===== config.mk =====
export PLATFORM = sky130hd
export DESIGN_NAME = pixel_write_buffer
export DESIGN_NICKNAME = d
export VERILOG_FILES = /design/src/rtl/gfx_pkg.sv /design/src/rtl/sync_fifo.sv /design/src/rtl/pixel_write_buffer.sv
export SDC_FILE = /design/constraint.sdc
export NUM_CORES = 1
export LEC_CHECK = 0
export CAP_MARGIN = 20
export CORE_AREA = 4 4 149 151
export CTS_CLUSTER_DIAMETER = 30
export CTS_CLUSTER_SIZE = 30
export DETAILED_ROUTE_END_ITERATION = 16
export DIE_AREA = 0 0 153 155
export HOLD_SLACK_MARGIN = 0.12
export MAX_ROUTING_LAYER = met4
export PLACE_DENSITY = 0.75
export SYNTH_ARGS = -nofsm -noshare
export SYNTH_HDL_FRONTEND = slang
export SYNTH_SLANG_ARGS = --single-unit

===== constraint.sdc =====
create_clock -name clk -period 2.7 [get_ports clk]
set_input_delay 0.54 -clock clk [delete_from_list [all_inputs] [get_ports clk]]
set_output_delay 0.54 -clock clk [all_outputs]
set_load 0.1 [all_outputs]

===== src/rtl/gfx_pkg.sv =====
// Shared graphics definitions for the framebuffer write path.
// Holds screen geometry, the pixel address type and the buffered pixel entry
// layout, plus the drain FSM state encoding used by pixel_write_buffer.
package gfx_pkg;

  localparam int SCREEN_W     = 640;
  localparam int SCREEN_H     = 480;
  localparam int PIX_ADDR_W   = 19;
  localparam int PIX_COLOR_W  = 8;
  localparam int MAX_PIX_ADDR = SCREEN_W * SCREEN_H - 1;

  typedef logic [PIX_ADDR_W-1:0]  pix_addr_t;
  typedef logic [PIX_COLOR_W-1:0] pix_color_t;

  typedef struct packed {
    pix_addr_t  addr;
    pix_color_t color;
  } pix_entry_t;

  typedef enum logic {
    S_IDLE  = 1'b0,
    S_WRITE = 1'b1
  } drain_state_t;

endpackage


===== src/rtl/sync_fifo.sv =====
// Generic single-clock FIFO, WIDTH bits x DEPTH entries (DEPTH a power of two).
// Ports: push/wdata write the tail, pop advances the head, rdata shows the head
// combinationally; full/empty/count report occupancy. Push when full and pop
// when empty are ignored.
module sync_fifo #(
  parameter  int WIDTH = 8,
  parameter  int DEPTH = 8,
  localparam int AW    = $clog2(DEPTH),
  localparam int CW    = $clog2(DEPTH + 1)
) (
  input  logic             clk,
  input  logic             n_rst,
  input  logic             push,
  input  logic             pop,
  input  logic [WIDTH-1:0] wdata,
  output logic [WIDTH-1:0] rdata,
  output logic             full,
  output logic             empty,
  output logic [CW-1:0]    count
);

  logic [WIDTH-1:0] r_mem [DEPTH];
  logic [AW-1:0]    r_wptr;
  logic [AW-1:0]    r_rptr;
  logic [CW-1:0]    r_count;
  logic             w_push;
  logic             w_pop;

  assign full   = (r_count == CW'(DEPTH));
  assign empty  = (r_count == '0);
  assign count  = r_count;
  assign rdata  = r_mem[r_rptr];
  assign w_push = push && !full;
  assign w_pop  = pop && !empty;

  // Storage needs no reset: an entry is only read after it has been written.
  always_ff @(posedge clk) begin
    if (w_push) begin
      r_mem[r_wptr] <= wdata;
    end
  end

  // Pointers are exactly AW bits wide, so they wrap modulo DEPTH on their own.
  always_ff @(posedge clk or negedge n_rst) begin
    if (!n_rst) begin
      r_wptr  <= '0;
      r_rptr  <= '0;
      r_count <= '0;
    end else begin
      if (w_push) r_wptr <= r_wptr + 1'b1;
      if (w_pop)  r_rptr <= r_rptr + 1'b1;
      case ({w_push, w_pop})
        2'b10:   r_count <= r_count + 1'b1;
        2'b01:   r_count <= r_count - 1'b1;
        default: r_count <= r_count;
      endcase
    end
  end

endmodule


===== src/rtl/pixel_write_buffer.sv =====
// Buffers rasteriser pixel addresses and drains them to the framebuffer SRAM.
// Ports: address/addr_valid/color/prim_done from the rasteriser, stop back to it;
// mem_addr/mem_data/mem_wen with mem_ack to the SRAM; frame_done and sticky overflow.
module pixel_write_buffer
  import gfx_pkg::*;
#(
  parameter  int DEPTH       = 8,
  parameter  int ADDR_W      = PIX_ADDR_W,
  parameter  int COLOR_W     = PIX_COLOR_W,
  parameter  int STOP_THRESH = 6,
  parameter  int MAX_ADDR    = MAX_PIX_ADDR,
  localparam int CW          = $clog2(DEPTH + 1)
) (
  input  logic               clk,
  input  logic               n_rst,
  input  logic [ADDR_W-1:0]  address,
  input  logic               addr_valid,
  input  logic [COLOR_W-1:0] color,
  input  logic               prim_done,
  output logic               stop,
  output logic [ADDR_W-1:0]  mem_addr,
  output logic [COLOR_W-1:0] mem_data,
  output logic               mem_wen,
  input  logic               mem_ack,
  output logic               frame_done,
  output logic               overflow
);

  typedef struct packed {
    logic [ADDR_W-1:0]  addr;
    logic [COLOR_W-1:0] color;
  } entry_t;

  localparam logic [ADDR_W-1:0] MAX_A = ADDR_W'(MAX_ADDR);
  localparam logic [CW-1:0]     THR   = CW'(STOP_THRESH);

  drain_state_t       r_state;
  logic               r_mem_wen;
  logic [ADDR_W-1:0]  r_mem_addr;
  logic [COLOR_W-1:0] r_mem_data;
  logic               r_stop;
  logic               r_overflow;
  logic               r_frame_done;
  logic               r_done_pending;
  logic               r_last_valid;
  logic [ADDR_W-1:0]  r_last_addr;

  entry_t             w_wentry;
  entry_t             w_head;
  logic               w_full;
  logic               w_empty;
  logic [CW-1:0]      w_count;
  logic [CW-1:0]      w_next_count;
  logic               w_in_range;
  logic               w_dup;
  logic               w_cand;
  logic               w_push;
  logic               w_pop;
  logic               w_fire;

  // Push filter: clip off-screen addresses and collapse repeats of the last
  // accepted pixel (the rasteriser emits the same pixel on octant seams).
  assign w_in_range = (address <= MAX_A);
  assign w_dup      = r_last_valid && (address == r_last_addr);
  assign w_cand     = addr_valid && w_in_range && !w_dup;
  assign w_push     = w_cand && !w_full;

  // The writer is free when idle or when its current write is acknowledged.
  assign w_pop = !w_empty && ((r_state == S_IDLE) || mem_ack);

  // Completion waits for a fully drained pipe with nothing arriving this cycle.
  assign w_fire = r_done_pending && (r_state == S_IDLE) && w_empty && !w_push;

  assign w_wentry.addr  = address;
  assign w_wentry.color = color;

  always_comb begin
    w_next_count = w_count;
    if (w_push && !w_pop) begin
      w_next_count = w_count + 1'b1;
    end else if (!w_push && w_pop) begin
      w_next_count = w_count - 1'b1;
    end
  end

  sync_fifo #(
    .WIDTH ($bits(entry_t)),
    .DEPTH (DEPTH)
  ) u_fifo (
    .clk   (clk),
    .n_rst (n_rst),
    .push  (w_push),
    .pop   (w_pop),
    .wdata (w_wentry),
    .rdata (w_head),
    .full  (w_full),
    .empty (w_empty),
    .count (w_count)
  );

  // Drain FSM: the head is popped on the same edge it is loaded into the
  // SRAM request registers, so an acked write can be followed immediately.
  always_ff @(posedge clk or negedge n_rst) begin
    if (!n_rst) begin
      r_state    <= S_IDLE;
      r_mem_wen  <= 1'b0;
      r_mem_addr <= '0;
      r_mem_data <= '0;
    end else begin
      case (r_state)
        S_IDLE: begin
          if (!w_empty) begin
            r_mem_addr <= w_head.addr;
            r_mem_data <= w_head.color;
            r_mem_wen  <= 1'b1;
            r_state    <= S_WRITE;
          end
        end
        S_WRITE: begin
          if (mem_ack) begin
            if (!w_empty) begin
              r_mem_addr <= w_head.addr;
              r_mem_data <= w_head.color;
            end else begin
              r_mem_wen <= 1'b0;
              r_state   <= S_IDLE;
            end
          end
        end
        default: begin
          r_mem_wen <= 1'b0;
          r_state   <= S_IDLE;
        end
      endcase
    end
  end

  // Stop looks at the post-update occupancy; the two spare entries above the
  // threshold absorb addresses the producer issues before it sees stop.
  always_ff @(posedge clk or negedge n_rst) begin
    if (!n_rst) begin
      r_stop       <= 1'b0;
      r_overflow   <= 1'b0;
      r_last_valid <= 1'b0;
      r_last_addr  <= '0;
    end else begin
      r_stop <= (w_next_count >= THR);
      if (w_cand && w_full) begin
        r_overflow <= 1'b1;
      end
      if (w_push) begin
        r_last_valid <= 1'b1;
        r_last_addr  <= address;
      end else if (w_fire) begin
        r_last_valid <= 1'b0;
      end
    end
  end

  // A prim_done landing on the firing cycle is merged into that pulse.
  always_ff @(posedge clk or negedge n_rst) begin
    if (!n_rst) begin
      r_frame_done   <= 1'b0;
      r_done_pending <= 1'b0;
    end else begin
      r_frame_done <= w_fire;
      if (w_fire) begin
        r_done_pending <= 1'b0;
      end else if (prim_done) begin
        r_done_pending <= 1'b1;
      end
    end
  end

  assign stop       = r_stop;
  assign mem_addr   = r_mem_addr;
  assign mem_data   = r_mem_data;
  assign mem_wen    = r_mem_wen;
  assign frame_done = r_frame_done;
  assign overflow   = r_overflow;

endmodule


### Word-level counts from Yosys, hierarchy flattened

Memory sizes are Yosys's and may differ from the RTL's.
Cells that the tools add are included.

| word-level totals | value |
|---|---|
| output and inout bits | 31 |
| memories kept | 1 |
| register bits after elaboration | 63 |
| word-level logic and storage cells | 74 |
| input port bits | 32 |
| RAM bits | 216 |

Memory list:

| memory | depth | width | read ports | clocked after Yosys merged registers in | wr ports | RTL line | RTL |
|---|---|---|---|---|---|---|---|
| u_fifo.r_mem | 8 | 27 | 1 | 0 | 1 | sync_fifo.sv:22 | `logic [WIDTH-1:0] r_mem [DEPTH];` |

| operators by class | value |
|---|---|
| reductions and logical operators | 24 |
| magnitude comparators | 2 |
| multiplexer cells | 22 |
| $add $sub $neg | 4 |
| equality and inequality tests | 7 |
| bitwise operators | 1 |

Operator list:

| kind | count |
|---|---|
| $mux W19 | 2 |
| $pmux W19 S2 | 1 |
| $eq A19 B19 Y1 | 1 |
| $le A19 B19 Y1 const B | 1 |
| $mux W8 | 2 |
| $pmux W8 S2 | 1 |
| $logic_and A1 B1 Y1 | 13 |
| $mux W1 | 11 |
| $mux W4 | 2 |
| $pmux W4 S2 | 1 |
| $add A3 B1 Y3 const B | 2 |
| $reduce_bool A2 Y1 | 3 |
| $logic_not A1 Y1 | 5 |
| $add A4 B1 Y4 const B | 1 |
| $eq A4 B4 Y1 const B | 1 |
| $ge A4 B3 Y1 const B | 1 |
| $logic_not A4 Y1 | 1 |
| $ne A2 B2 Y1 const B | 2 |
| $pmux W1 S2 | 2 |
| $sub A4 B1 Y4 const B | 1 |
| $reduce_and A3 Y1 | 1 |
| $eq A2 B1 Y1 const B | 1 |
| $eq A2 B2 Y1 const B | 1 |
| $ne A2 B1 Y1 const B | 1 |
| other kinds (2) | 2 |

### Depth between registers and ports, before layout

| logic depth | value |
|---|---|
| depth in word-level cells | 10 |
| depth in mapped cells | 13 |
| depth with buffers taken out | 11 |

### Hierarchy

Synthesis repeated with hierarchy kept, for this count alone.

| unflattened totals | value |
|---|---|
| cell total of the unflattened synthesis | 548 |
| area total of the unflattened synthesis | 11307.1 µm² |

Modules (own cells, without submodules):

| module | sequential area each (µm²) | times used | area each (µm²) | cells each |
|---|---|---|---|---|
| sync_fifo | 6736.5 | 1 | 8883.5 | 379 |
| pixel_write_buffer | 1326.3 | 1 | 2423.6 | 169 |

### Worst setup path before layout

OpenSTA, ideal clock, no wires.

| timing | value |
|---|---|
| path kind | input to register |
| start | input port address[13] |
| end | memory u_fifo.r_mem[2][0] in the netlist's numbering, enable pin |
| slack | -190 ps |
| arrival time | 2490 ps |
| cell stages on the path | 7 |
| path buffers | 2 |
| required time | 2301 ps |
| setup time | 399 ps |
| path through | a21oi_1 > o211ai_2 > nand2b_4 > buf_6 > a21oi_4 > buf_12 > nor4bb_4 |

| between the ends | value |
|---|---|
| cells in the longest elaborated chain, start to end | 8 |
| elaborated cells on any way between the ends | 10 |
| classes of those cells | order compare: 1; eq/ne: 1; mux: 2; reduce/logical: 6 |

Ends and longest elaborated chain:

| what | RTL line | RTL |
|---|---|---|
| from (decl) | pixel_write_buffer.sv:16 | `input logic [ADDR_W-1:0] address,` |
| branches (longest 3 deep; another with $le A19 B19 Y1) | n/a |  |
| $logic_and A1 B1 Y1 * | pixel_write_buffer.sv:65 | `assign w_cand = addr_valid && w_in_range && !w_dup;` |
| $logic_and A1 B1 Y1 * | pixel_write_buffer.sv:66 | `assign w_push = w_cand && !w_full;` |
| $logic_and A1 B1 Y1 * | sync_fifo.sv:33 | `assign w_push = push && !full;` |
| $mux W1 * | sync_fifo.sv:38 | `if (w_push) begin` |
| $mux W1 (not written as such) * | sync_fifo.sv:39 | `r_mem[r_wptr] <= wdata;` |
| to (decl) | sync_fifo.sv:22 |  |

Every way passes the cells marked *.

### Worst setup path after layout

| timing | value |
|---|---|
| start | input port address[17] |
| end | register r_stop (netlist: stop) |

| between the ends | value |
|---|---|
| cells in the longest elaborated chain, start to end | 10 |
| elaborated cells on any way between the ends | 13 |
| classes of those cells | order compare: 2; eq/ne: 1; mux: 2; reduce/logical: 8 |

Ends and longest elaborated chain:

| what | RTL line | RTL |
|---|---|---|
| branches (longest 3 deep; another with $le A19 B19 Y1) | n/a |  |
| $logic_and A1 B1 Y1 * | pixel_write_buffer.sv:65 |  |
| $logic_and A1 B1 Y1 * | pixel_write_buffer.sv:66 |  |
| $logic_not A1 Y1 | pixel_write_buffer.sv:81 | `end else if (!w_push && w_pop) begin` |
| $logic_and A1 B1 Y1 | pixel_write_buffer.sv:81 |  |
| $mux W4 | pixel_write_buffer.sv:81 |  |
| $mux W4 * | pixel_write_buffer.sv:79 | `if (w_push && !w_pop) begin` |
| $ge A4 B3 Y1 * | pixel_write_buffer.sv:147 | `r_stop <= (w_next_count >= THR);` |
| to (signal assigned) | pixel_write_buffer.sv:147 |  |
| to (decl) | pixel_write_buffer.sv:41 | `logic r_stop;` |

Marks and branches as above.
A chain may end at the register's enable or synchronous reset.

==> results_dict.tcl <==
set metrics [dict create \
    status "finished, final reports clean" \
    clockRootBuffer "clkbuf_16" \
    antenna_found_initial 1 \
    yosysWarnings 0 \
    clkSlewWorstSetupHoldPaths_ps 40 \
    drc 0 \
    cts_tree "built" \
    port_buffers 62 \
    r2r_cells 8 \
    hold_start "overflow$_DFFE_PN0P_" \
    syn_nets 601 \
    viasPerCell 5.65 \
    grt_pass1_vias 6358 \
    syn_area_um2 11000 \
    ir_worst_vdd_mv 0.537 \
    yosysSeqAreaShare_pct 73.4 \
    syn2layout_area_growth_pct 28.4 \
    worstSetupEndpointType "flop" \
    powerDensity_nw_per_um2 1260 \
    fmax_mhz 404 \
    drv_cap 0 \
    firstDrtPassIters 5 \
    hp-class "flop to flop" \
    final_cells 1021 \
    avgSynthCellArea_um2 19.5 \
    hold_end "overflow$_DFFE_PN0P_" \
    cp.required_ps 3100 \
    final_area_um2 14100 \
    dieWidth_um 153 \
    worst_pin_slew_ps 772 \
    synth_cell_types 47 \
    gr-total-overflow 0 \
    die_h_um 155 \
    wl_met1_um 9510 \
    drive_above_1_share_pct 34.6 \
    min_delay_path_depth 1 \
    place_hpwl_um 13900 \
    grt_pass1_wl_um 37100 \
    grt_max_degree 34 \
    cts-htree-levels 2 \
    r2r_end "mem_addr[17]$_DFFE_PN0P_" \
    p_leak_nw 5.13 \
    hold_viol_final 0 \
    cts_buffers 48 \
    drv_slew 0 \
    dr_total_vias 5766 \
    min_period_ps 2470 \
    place_area_um2 12300 \
    r2r_start "u_fifo.count[0]$_DFFE_PN0P_" \
    ios 63 \
    wl_met3_um 1240 \
    power.total_mw 17.7 \
    mostFrequentLayoutCells "216 x edfxtp_1, 72 x buf_4, 61 x dfrtp_1" \
    synth_edf_count 216 \
    clock_path_buffers 3 \
    netlist_instances 562 \
    relSlewSlack_pct 48.5 \
    drt-initial-drc-count 420 \
    layout_commonest_cell "edfxtp_1" \
    ys_ff_latch 279 \
    num_rows 53 \
    clock_latency_ps 530 \
    cp_max_fo 12 \
    rsz0062_at_grt "no" \
    synthFlopType "edfxtp_1" \
    dp.cells 930 \
    finalWeightedCongestion 0.794 \
    postCtsResizedCells 0 \
    cp-start-kind "input pin" \
    dr.max_layer_used "met4" \
    die_area_um2 23700 \
    num-nets-final 745 \
    wl_um 23800 \
    wl_per_cell_um 23.3 \
    crit_arrival_ps 2880 \
    start_util_pct 52.7 \
    period_share_pct 91.6 \
    setup_violations 0 \
    clock-sinks 279 \
    final_antenna_net_count 0 \
    wl_met2_um 12700 \
    grtUsageTotal_pct 21.1 \
    coreArea_um2 20800 \
    skew_ps 18.5 \
    crit_type "input pin to flop" \
    ys_async_sr_fraction_pct 22.6 \
    r2r_slack_ps 390 \
    whs_ps 482 \
]
-- through the flow --
stage / setup slack (ps) / setup TNS (ps) / utilization [%]
2_1_floorplan: -156 / -4220 / -
3_3_place_gp: -122 / -3680 / 59.2
3_5_place_dp: -243 / -5770 / 59.2
4_1_cts: 261 / 0 / 67.7
5_1_grt: 105 / 0 / 67.7
6_report: 228 / 0 / 67.7
-- routing by layer --
metal / global-route usage (%) / up-vias
li1: - / 2538
met1: 26.4 / 3023
met2: 36.4 / 170
met3: 4.06 / 35
met4: 5.30 / 0
met5: - / -
-- state kept, by name, summed over array words and instances, names as in the netlist --
register	flops
r_done_pending	1
overflow	1
frame_done	1
mem_wen	1
u_fifo.r_rptr	3
stop	1
mem_data	8
r_last_valid	1
r_state	1
u_fifo.r_wptr	3
u_fifo.count	4
r_last_addr	19
u_fifo.r_mem	216
mem_addr	19
-- where the power goes --
part	switching, mW	internal (mW)	total, mW
logic	3.22	2.04	5.26
registers	0.668	5.33	6.00
clock network	2.16	4.28	6.44
total	6.05	11.6	17.7
-- worst max-delay path, stage by stage --
cell             delay (ps)
clkdlybuf4s50_1         400
buf_4                   180
xnor2_1                 250
nand4_1                 180
nor3_4                  270
a21oi_4                 140
inv_1                   110
ha_1                    210
nand3_1                 100
a21oi_1                 180
o21ai_0                 120
o21a_1                  190
-- area by class of cell --
cell class / count / area, um^2
multi-input cells: 250 / 2770
fillers: 1302 / 6730
well taps: 275 / 344
inverters: 9 / 33.8
repair buffers: 118 / 1140
flip-flops and latches: 279 / 8070
diodes: 1 / 2.50
clock buffers: 48 / 1200
clock inverters: 41 / 547
-- cells by family (layout without fill, tap and decap cells) --
group,Yosys count,in the layout,share of synthesized area [%]
AOI/OAI and AO/OA,52,52,2.91
buffers and inverters,33,216,1.56
and+or+nand+nor,61,61,3.10
adders and majority gates,7,7,0.798
other,0,1,0
DFF,279,279,73.4
xor gates and xnor gates,27,27,2.15
muxes,103,103,16.1
-- repair_timing --
item                                   in CTS  in global routing
setup buffers                               0                  0
hold buffers                                1                  0
endpoints found under the hold margin      19                  0
-- worst max-delay path by stage --
stage / start / end / slack, ps / depth (start not counted)
after global placement: address[17] / stop$_DFF_PN0_ / -120 / 12
final: address[17] / stop$_DFF_PN0_ / 230 / 12
after floorplan: address[17] / u_fifo.r_mem[2][0]$_DFFE_PP_ / -160 / 7
after detailed placement: address[17] / stop$_DFF_PN0_ / -240 / 12
after CTS: address[17] / stop$_DFF_PN0_ / 260 / 12
after global routing: address[17] / stop$_DFF_PN0_ / 110 / 12
-- cell usage after synthesis (2+ instances only) --
master / number / area (um^2)
edfxtp_1: 216 / 6490
dfrtp_1: 63 / 1580
mux4_2: 54 / 1220
nor2_1: 34 / 128
a21oi_1: 31 / 155
mux2i_1: 28 / 280
xnor2_1: 24 / 210
mux2_2: 13 / 146
buf_2: 10 / 50.1
inv_1: 9 / 33.8
mux2_4: 8 / 120
ha_1: 7 / 87.6
nand2_1: 6 / 22.5
o21ai_0: 6 / 30.0
buf_1: 5 / 18.8
clkbuf_1: 5 / 18.8
nand4_1: 5 / 31.3
and4b_1: 3 / 30.0
xor2_1: 3 / 26.3
and3_1: 2 / 12.5
buf_6: 2 / 22.5
nand3_1: 2 / 10.0
o21a_1: 2 / 15.0
No activity file was read; power rests on OpenSTA's default activity.
